--- src/rtl/elastic_pipe_if.sv ---
// Handshake bundle for elastic_pipe: upstream valid/ready/data, downstream
// valid/ready/data, flush and occupancy. "slave" is the pipe side.
interface elastic_pipe_if #(
  parameter int WIDTH = 16,
  parameter int STAGE = 2
);
  logic                         flush;
  logic                         in_valid;
  logic [WIDTH-1:0]             in_data;
  logic                         in_ready;
  logic                         out_valid;
  logic [WIDTH-1:0]             out_data;
  logic                         out_ready;
  logic [$clog2(STAGE+1)-1:0]   count;

  modport master (
    output flush, in_valid, in_data, out_ready,
    input  in_ready, out_valid, out_data, count
  );

  modport slave (
    input  flush, in_valid, in_data, out_ready,
    output in_ready, out_valid, out_data, count
  );
endinterface

--- src/rtl/elastic_pipe.sv ---
// Elastic register pipeline of STAGE valid/data stages. The ready chain is
// combinational from out_ready, so gaps collapse while the output is stalled.
module elastic_pipe #(
  parameter int WIDTH = 16,
  parameter int STAGE = 2
) (
  input  logic          clk,
  input  logic          rst_n,
  elastic_pipe_if.slave bus
);
  localparam int CW = $clog2(STAGE + 1);

  logic [STAGE-1:0]            vld;
  logic [STAGE-1:0][WIDTH-1:0] dat;
  logic [STAGE-1:0]            take;
  logic [CW-1:0]               occ;
  logic                        free;

  // take[i]: stage i may load this cycle because it is empty or its word moves on
  always_comb begin
    free = bus.out_ready;
    take = '0;
    for (int i = STAGE - 1; i >= 0; i--) begin
      take[i] = !vld[i] || free;
      free    = take[i];
    end
  end

  always_comb begin
    occ = '0;
    for (int i = 0; i < STAGE; i++) begin
      occ = occ + CW'(vld[i]);
    end
  end

  always_ff @(posedge clk or negedge rst_n) begin
    if (!rst_n) begin
      vld <= '0;
      dat <= '0;
    end else if (bus.flush) begin
      vld <= '0;
    end else begin
      if (take[0]) begin
        vld[0] <= bus.in_valid;
        if (bus.in_valid) begin
          dat[0] <= bus.in_data;
        end
      end
      // A stage that loads from an empty predecessor becomes empty itself
      for (int i = 1; i < STAGE; i++) begin
        if (take[i]) begin
          vld[i] <= vld[i-1];
          if (vld[i-1]) begin
            dat[i] <= dat[i-1];
          end
        end
      end
    end
  end

  assign bus.in_ready  = !bus.flush && take[0];
  assign bus.out_valid = vld[STAGE-1];
  assign bus.out_data  = dat[STAGE-1];
  assign bus.count     = occ;
endmodule

--- src/flat_wrapper.sv ---
// flat-port wrapper written by rule: the top's interface ports become plain ports
module elastic_pipe_flat 
#(
  parameter int WIDTH = 16,
  parameter int STAGE = 2
)
  (clk, rst_n, bus_flush, bus_in_valid, bus_in_data, bus_out_ready, bus_in_ready, bus_out_valid, bus_out_data, bus_count);
  elastic_pipe_if #(.WIDTH(WIDTH), .STAGE(STAGE)) bus_i ();
  input  logic clk;
  input  logic rst_n;
  input wire logic [$bits(bus_i.flush)-1:0] bus_flush;
  input wire logic [$bits(bus_i.in_valid)-1:0] bus_in_valid;
  input wire logic [$bits(bus_i.in_data)-1:0] bus_in_data;
  input wire logic [$bits(bus_i.out_ready)-1:0] bus_out_ready;
  output wire logic [$bits(bus_i.in_ready)-1:0] bus_in_ready;
  output wire logic [$bits(bus_i.out_valid)-1:0] bus_out_valid;
  output wire logic [$bits(bus_i.out_data)-1:0] bus_out_data;
  output wire logic [$bits(bus_i.count)-1:0] bus_count;
  assign bus_i.flush = bus_flush;
  assign bus_i.in_valid = bus_in_valid;
  assign bus_i.in_data = bus_in_data;
  assign bus_i.out_ready = bus_out_ready;
  assign bus_in_ready = bus_i.in_ready;
  assign bus_out_valid = bus_i.out_valid;
  assign bus_out_data = bus_i.out_data;
  assign bus_count = bus_i.count;
  elastic_pipe #(.WIDTH(WIDTH), .STAGE(STAGE)) u_core (.clk(clk), .rst_n(rst_n), .bus(bus_i));
endmodule
--- config.mk ---
export PLATFORM = sky130hd
export DESIGN_NAME = elastic_pipe_flat
export DESIGN_NICKNAME = d
export VERILOG_FILES = /design/src/rtl/elastic_pipe_if.sv /design/src/rtl/elastic_pipe.sv /design/src/flat_wrapper.sv
export SDC_FILE = /design/constraint.sdc
export NUM_CORES = 1
export LEC_CHECK = 0
export BUFFER_PORTS_ARGS = -buffer_cell sky130_fd_sc_hd__buf_4
export CAP_MARGIN = 20
export CORE_MARGIN = 8
export CORE_UTILIZATION = 42
export CTS_CLUSTER_DIAMETER = 60
export DETAILED_ROUTE_END_ITERATION = 10
export PLACE_DENSITY = 0.75
export SYNTH_ARGS = -nofsm -noshare
export SYNTH_HDL_FRONTEND = slang
export SYNTH_SLANG_ARGS = --single-unit
--- constraint.sdc ---
create_clock -name clk -period 2.35 [get_ports clk]
set_input_delay 0.1175 -clock clk [delete_from_list [all_inputs] [get_ports clk]]
set_output_delay 0.1175 -clock clk [all_outputs]
set_load 0.1 [all_outputs]
==> metrics.txt, run 1 <==
status complete, no violations; syn_nets 117; sequential standard cell area 851 µm²; vias 803; depth of the most critical reg-to-reg path 3; Worst Hold Launch bus_in_data[4]; Hold-fix buffers, CTS 6; RSZ-0062 raised after global routing false; Initial Util 43.8%; WL met1 1180 µm; commonest non-fill, non-tap cell in the layout buf_4; main combinational cell family by area after synthesis multiplexers; I/O Pins 41; Multi-input gate area 460 µm²; RR Endpoint u_core.dat[7]$_DFFE_PN0P_; antenna viol nets, final 0; final worst slack 0.452 ns; CP endpoint kind register; register area share after synthesis 58.3%; cell taking the most area after synthesis dfrtp_1; Final Hold Fails 0; CTS tree built; Total Nets Final 154; Period Utilization, post-route 80.8%; mux contribution to synthesized area 27.2%; Detail Route met3 WL 247 µm; layout cells sized above 1 60.9%; Synth Area in Simple Gates 2.91%; most frequent cells in the layout 41 x buf_4, 34 x dfrtp_1, 22 x mux2_2, 10 x mux2_4, 8 x dlygate4sd3_1; Met2 Wirelength 1220 µm; clock tree buffer depth 2; Slew Limit Fails 0; synthesized area per cell 15.4 µm²; max layer used met4; clock sink count 34; initial antenna violation count 0; Crit Path Class register to register; share of the synthesized area in the top cell type 58.3%; first-pass GRT wire length 4290 µm; #FFs+latches synth 34; post-synthesis compound-gate area fraction 0.343%; leakage 0.000891 µW; total negative slack 0 ns; dominant cells by area after synthesis dfrtp_1 58%, mux2_2 17%, mux2_4 10%; Worst Skew 0.00889 ns; Die W 75.0 µm; synth-to-layout area growth 24.7%; largest net degree at the start of global routing 35; WP data arrival 2.12 ns; Rows 21; WP data required 2.57 ns; max-cap violation count 0; Place WS 0.431 ns; first-iteration detailed-routing DRC count 17; Netlist Area Pre-Place 1460 µm²; Synth Area in Adders 0.857%; WHS 0.0207 ns; Min-Delay Endpoint u_core.dat[4]$_DFFE_PN0P_; cell count after synthesis 95; number of global-route vias before repair 876; Hold/Removal Path Class input port to register; IO Port Bufs 40; fmax 527 MHz; Num CTS Buffers 5; power per cell area 1180 nW/µm²; VDD IR max 0.466 mV; Synth Area in XOR/XNOR 0%; final worst path period need 1.90 ns; Ys Warns 0; Reg clk slew, reported paths 0.10 ns; drt first pass iters 3; R2R Setup Slk 0.45 ns; CP Max Fanout 16; Post CTS Setup Buffer Count 0; Hold Crit Depth 2; clock latency on the worst-skew pair 0.33 ns; Final Core Density 54.6%; Setup crit start kind register; routed wire length 2700 µm; Filler Cells Inserted 285; Tot Pwr 2140 µW; FF-to-FF Start u_core.vld[0]$_DFFE_PN0P_; DR WL/cell 15.1 µm; Setup-failing EPs final 0; Resized cells post-CTS 0; total die area 5620 µm²; core box area 3340 µm²; relative slew slack 42.5%; Netlist cell types 14; GPL Wtd Cong 0.657; gr usage total 10.6%; Die Height 75.0 µm; residual DRC count 0; Root Driver clkbuf_4; CTS HTree Levels 2; Inserted Diodes 0; total gr overflow 0; Least-Margin Pin Slew 0.863 ns; Avg Vias per Cell 4.49
## sequential cells by signal (all words and copies together) (netlist names)
register	flops
u_core.bus.out_data	16
u_core.dat	16
u_core.vld	2
## cell families (layout without fill, tap and decap cells)
kind of cell / after synthesis / count (layout)
DFF: 34 / 34
adders and majority gates: 1 / 1
and+or+nand+nor: 7 / 7
buffers and inverters: 20 / 58
muxes: 32 / 32
AOI/OAI and AO/OA: 1 / 1
## worst max path at each step
stage / startpoint / slack [ns] / to
2_1_floorplan: u_core.vld[1]$_DFFE_PN0P_ / 0.19 / u_core.dat[0]$_DFFE_PN0P_
3_3_place_gp: u_core.vld[1]$_DFFE_PN0P_ / 0.50 / u_core.dat[4]$_DFFE_PN0P_
3_5_place_dp: u_core.vld[0]$_DFFE_PN0P_ / 0.43 / u_core.dat[7]$_DFFE_PN0P_
4_1_cts: u_core.vld[0]$_DFFE_PN0P_ / 0.43 / u_core.dat[7]$_DFFE_PN0P_
5_1_grt: u_core.vld[1]$_DFFE_PN0P_ / 0.36 / u_core.dat[2]$_DFFE_PN0P_
6_report: u_core.vld[0]$_DFFE_PN0P_ / 0.45 / u_core.dat[7]$_DFFE_PN0P_
## power by group
part           switching, µW  total [µW]  leakage (µW)  internal (µW)
clock                    177         322     0.0000353            145
sequential              68.5         782      0.000405            714
combinational            774        1030      0.000450            261
total                   1020        2140      0.000891           1120
## metrics by stage
stage,area (µm²),std cells
2_1_floorplan,1460,95
3_3_place_gp,1680,163
3_5_place_dp,1680,163
4_1_cts,1800,177
5_1_grt,1820,179
6_report,1820,179
## critical path, cell delays in order, from the launching register on
cell and delay (ns):
dfrtp_1 0.41, and3b_1 0.23, or3b_1 0.72, mux2_4 0.43
## Yosys cell counts
library cell / count
dfrtp_1: 34
mux2_2: 22
buf_4: 16
mux2_4: 10
nor2_1: 3
buf_6: 2
a21oi_1: 1
and3b_1: 1
buf_2: 1
ha_1: 1
inv_1: 1
nand2b_1: 1
nand3b_1: 1
or3b_1: 1
## layout make-up
class	count	share of cell area, %
Inverter	1	0.206
Sequential cell	34	46.7
Timing Repair Buffer	49	21.3
Multi-Input combinational cell	41	25.3
Clock buffer	7	3.02
Tap cell	46	3.16
Clock inverter	1	0.275
## metal layers
layer	global-route usage, %	vias up
met4	5.87	0
li1	-	384
met1	12.4	386
met2	15.4	28
met3	5.33	5
met5	0	-
Power figures use the tool's default switching activity.
==> inputs of run 2 (changes only) <==
- clock period: 2.35 -> 1.9 ns (I/O delays scaled with it)
==> metrics.txt, run 2 (synthesized netlist as in run 1, its figures left out) <==
largest net degree at the start of global routing 35 (unchanged); Die W 75.0 µm (unchanged); Root Driver clkbuf_4; total die area 5620 µm² (unchanged); status complete, no violations; Inserted Diodes 0 (unchanged); Die Height 75.0 µm (unchanged); commonest non-fill, non-tap cell in the layout buf_4; gr usage total 10.3% (-0.35 points); DR WL/cell 14.0 µm (-7.6%); Hold-fix buffers, CTS 18 (+12); antenna viol nets, final 0 (unchanged); Rows 21 (unchanged); Met2 Wirelength 1290 µm (+5.6%); IO Port Bufs 40 (unchanged); layout cells sized above 1 58.2% (-2.7 points); first-iteration detailed-routing DRC count 38 (+21); depth of the most critical reg-to-reg path 4 (+1); RSZ-0062 raised after global routing false; leakage 0.000967 µW (+8.6%); CP endpoint kind register; power per cell area 1470 nW/µm² (+25%); WHS 0.0445 ns (+0.0238 ns); GPL Wtd Cong 0.655 (-0.38%); initial antenna violation count 0 (unchanged); most frequent cells in the layout 43 x buf_4, 33 x dfrtp_1, 22 x mux2_2, 19 x dlygate4sd3_1, 10 x mux2_4; max layer used met4; first-pass GRT wire length 4220 µm (-1.6%); final worst path period need 1.71 ns (-0.186 ns); I/O Pins 41 (unchanged); vias 875 (+9.0%); Post CTS Setup Buffer Count 0 (unchanged); synth-to-layout area growth 37.0%; Detail Placement HPWL 1830 µm; Period Utilization, post-route 90.2% (+9.4 points); number of global-route vias before repair 922 (+5.3%); Resized cells post-CTS 0 (unchanged); Tot Pwr 2940 µW (+38%); residual DRC count 0 (unchanged); CTS HTree Levels 2 (unchanged); WP data arrival 1.93 ns (-0.19 ns); Hold Crit Depth 3 (+1); Slew Limit Fails 0 (unchanged); Detail Route met3 WL 191 µm (-23%); Hold/Removal Path Class input port to register; Reg clk slew, reported paths 0.10 ns (about the same); fmax 584 MHz (+11%); CP Max Fanout 10 (-6); Num CTS Buffers 5 (unchanged); total gr overflow 0 (unchanged); clock latency on the worst-skew pair 0.33 ns (about the same); drt first pass iters 2 (-1); VDD IR max 0.671 mV (+44%); total negative slack 0 ns (unchanged); Setup crit start kind register; Least-Margin Pin Slew 0.416 ns (-0.447 ns); Final Core Density 60.0% (+5.4 points); Worst Skew 0.0101 ns (+0.00118 ns); Total Nets Final 167 (+8.4%); WL met1 1170 µm (-1.5%); Avg Vias per Cell 4.56 (+1.6%); max-cap violation count 0 (unchanged); Final Hold Fails 0 (unchanged); clock sink count 34 (unchanged); Crit Path Class register to register; clock tree buffer depth 2 (unchanged); WP data required 2.12 ns (-0.45 ns); core box area 3340 µm² (unchanged); relative slew slack 72.2% (+30 points); CTS tree built; Filler Cells Inserted 278 (-2.5%); routed wire length 2680 µm (-0.89%); Setup-failing EPs final 0 (unchanged); Initial Util 43.8% (unchanged)
## run 2: cell count changes in the layout (fill, tap and decap cells not counted), sizes merged
cell and delta:
clkinv -1, clkbuf -1, bufinv +2, buf +2
dlygate4sd3 +11
## run 2: worst paths after layout
check | end | startpoint | slack, ns
setup / recovery | u_core.dat[3]$_DFFE_PN0P_ | u_core.vld[1]$_DFFE_PN0P_ | 0.19
hold / removal | u_core.vld[1]$_DFFE_PN0P_ | bus_out_ready | 0.04
setup reg to reg | u_core.dat[3]$_DFFE_PN0P_ | u_core.vld[1]$_DFFE_PN0P_ | 0.19
hold reg to reg | u_core.dat[15]$_DFFE_PN0P_ | u_core.dat[15]$_DFFE_PN0P_ | 0.51
max in group asynchronous | u_core.vld[1]$_DFFE_PN0P_ | rst_n | 1.34
min in group asynchronous | u_core.dat[4]$_DFFE_PN0P_ | rst_n | 0.24
## run 2: power by group
group,total [µW],switching [µW],internal (µW)
registers,964,80.4,883
clock network,680,235,446
logic,1300,960,340
total,2940,1270,1670
## run 2: cell type report
| cell class | instances | area, µm² | share of cell area (%) |
|---|---|---|---|
| Sequential cell | 34 | 855 | 42.7 |
| Timing Repair Buffer | 62 | 513 | 25.6 |
| Multi-Input combinational cell | 41 | 460 | 23.0 |
| Clock inverter | 2 | 60.1 | 3.00 |
| Tap cell | 46 | 57.6 | 2.88 |
| Clock buffer | 6 | 51.3 | 2.56 |
| Inverter | 1 | 3.75 | 0.188 |
## run 2: layer usage
metal | global-route usage [%] | vias to the layer above
met5 | 0 | -
met4 | 3.91 | 0
met3 | 4.79 | 5
met2 | 15.8 | 29
met1 | 12.0 | 436
li1 | - | 405
## run 2: stage by stage
step                cells  instance area [µm²]  setup WS [ns]
floorplan              95                 1470       -0.00534
global placement      165                 1700          0.250
detailed placement    165                 1700          0.215
CTS                   191                 1990          0.184
global route          192                 2000          0.143
finish                192                 2000          0.187
## run 2: worst max-delay path, cell delays in order, from the launching register on
cell,delay [ns]
dfrtp_4,0.51
and3b_1,0.20
or3b_1,0.37
buf_4,0.21
mux2_4,0.31
==> inputs of run 3 (changes only) <==
- CORE_ASPECT_RATIO: default -> 2
==> metrics.txt, run 3 (synthesized netlist as in run 1, its figures left out) <==
drt first pass iters 4 (+2); Die W 57.7 µm (-23%); Critical Path Slowest Stage Cell dfrtp_4; routed wire length 2710 µm (+1.3%); Seq pwr share 34.8% (+2.1 points); core box area 3380 µm² (+1.2%); Slew Limit Fails 0 (unchanged); Inserted Diodes 0 (unchanged); Clk pwr share 19.4% (-3.7 points); NetSw 1280 µW (+0.76%); Post CTS Setup Buffer Count 0 (unchanged); final worst slack 0.188 ns (+0.000890 ns); WP data arrival 1.88 ns (-0.05 ns); largest net degree at the start of global routing 35 (unchanged); synth-to-layout area growth 22.3%; Root Driver clkbuf_8; total die area 5730 µm² (+2.0%); Reg clk slew, reported paths 0.07 ns (-0.03 ns); CTS HTree Levels 2 (unchanged); initial antenna violation count 0 (unchanged); Period Utilization, post-route 90.1% (about the same); Final Hold Fails 0 (unchanged); Setup-failing EPs final 0 (unchanged); leakage 0.000881 µW (-8.9%); Crit Path Class register to register; CP endpoint kind register; Cells after DPL 150 (-9.1%); Hold/Removal Path Class input port to register; most frequent cells in the layout 42 x buf_4, 33 x dfrtp_1, 22 x mux2_2, 10 x mux2_4, 6 x clkbuf_8; gr usage total 10.4% (+0.19 points); clock latency on the worst-skew pair 0.28 ns (-0.05 ns); CP Max Fanout 16 (+6); fmax 584 MHz (about the same); status complete, no violations; layout cells sized above 1 64.8% (+6.6 points); clock tree buffer depth 2 (unchanged); Detail Placement HPWL 1980 µm (+8.1%); Total Nets Final 149 (-11%); Cell Chain, Critical Path and3b_1 -> or3b_1 -> buf_4 -> mux2_4; VDD IR max 0.749 mV (+12%); WP data required 2.07 ns (-0.05 ns); clock sink count 34 (unchanged); Setup crit start kind register; RSZ-0062 raised after global routing false; first-iteration detailed-routing DRC count 1 (-97%); vias 790 (-9.7%); Tot Pwr 2780 µW (-5.6%); IO Port Bufs 40 (unchanged); residual DRC count 0 (unchanged); Rows 30 (+43%); number of global-route vias before repair 971 (+5.3%); Least-Margin Pin Slew 0.424 ns (+0.00773 ns); Worst Skew 0.00458 ns (-0.00549 ns); Initial Util 43.2% (-0.53 points); commonest non-fill, non-tap cell in the layout buf_4; Layout Cells excl Fill 160 (-17%); Num CTS Buffers 5 (unchanged); power per cell area 1560 nW/µm² (+5.7%); Avg Vias per Cell 4.94 (+8.3%); switch share 46.2% (+2.9 points); DR WL/cell 17.0 µm (+22%); first-pass GRT wire length 4570 µm (+8.2%); antenna viol nets, final 0 (unchanged); Final Core Density 52.9% (-7.1 points); Filler Cells Inserted 286 (+2.9%); Gate power share 45.8% (+1.7 points); I/O Pins 41 (unchanged); relative slew slack 71.7% (-0.51 points); total gr overflow 0 (unchanged); Place WS 0.194 ns (-0.0206 ns); Pint 1490 µW (-11%); Die Height 99.4 µm (+33%); CTS tree built; GPL Wtd Cong 0.676 (+3.3%); max-cap violation count 0 (unchanged); CP peak stage delay 0.49 ns (-0.02 ns); final worst path period need 1.71 ns (-0.000890 ns)
## run 3: cell types whose count changed in the layout (fill, tap and decap cells not counted), sizes merged
cell         change
dlygate4sd3     -17
bufinv           -2
buf              -1
clkbuf           +1
clkinv           +1
## run 3: power groups by stage
stage                     Combinational [µW]  Sequential [µW]  Clock (µW)
after floorplan                         1180              962           0
after global placement                  1270              972           0
after detailed placement                1280              983           0
after CTS                               1280              969         557
after global routing                    1320              987         584
final                                   1270              966         538
## run 3: cell type report
cell class              instances  area [µm²]  area share [%]
repair buffers                 44         335            18.8
clock inverters                 1        5.00           0.280
multi-input cells              41         460            25.8
inverters                       1        3.75           0.210
well taps                      32        40.0            2.24
flip-flops and latches         34         855            47.9
clock buffers                   7        86.3            4.84
## run 3: path summary, 6_finish.rpt
| kind | start | end | slack, ns | cells after the start |
|---|---|---|---|---|
| setup reg to reg | u_core.vld[1]$_DFFE_PN0P_ | u_core.dat[6]$_DFFE_PN0P_ | 0.19 | 4 |
| max in group asynchronous | rst_n | u_core.vld[1]$_DFFE_PN0P_ | 1.27 | 2 |
| min in group asynchronous | rst_n | u_core.bus.out_data[13]$_DFFE_PN0P_ | 0.30 | 2 |
| hold reg to reg | u_core.dat[10]$_DFFE_PN0P_ | u_core.dat[10]$_DFFE_PN0P_ | 0.50 | 1 |
| hold / removal | bus_in_data[15] | u_core.dat[15]$_DFFE_PN0P_ | 0.04 | 2 |
| setup / recovery | u_core.vld[1]$_DFFE_PN0P_ | u_core.dat[6]$_DFFE_PN0P_ | 0.19 | 4 |
## run 3: what timing repair did
action	4_1_cts	5_1_grt
resized for setup	0	0
endpoints found under the hold margin	36	0
hold buffers	2	0
## run 3: worst max-delay path, delay by kind of cell, from the launching register on
family	cells	cell delay (ns)
AND/OR/NAND/NOR	2	0.54
buffers and inverters	1	0.23
flip-flops	1	0.49
multiplexers	1	0.32
## run 3: layer usage
layer | vias up | GRT usage, % | part of all wire, % | wire length [µm]
li1 | 367 | - | - | -
met1 | 389 | 10.4 | 36 | 977
met2 | 29 | 17.2 | 53 | 1440
met3 | 5 | 5.05 | 8.4 | 227
met4 | 0 | 5.70 | 2.5 | 68
met5 | - | 0 | 0 | 0
## run 3: stage by stage
step / TNS, ns / area (µm²) / hold slack [ns]
after detailed placement: 0 / 1670 / 0.0682
after global placement: 0 / 1670 / 0.0525
final: 0 / 1790 / 0.0388
after CTS: 0 / 1790 / 0.0343
after global routing: 0 / 1790 / 0.0334
after floorplan: -0.0534 / 1470 / -0.201
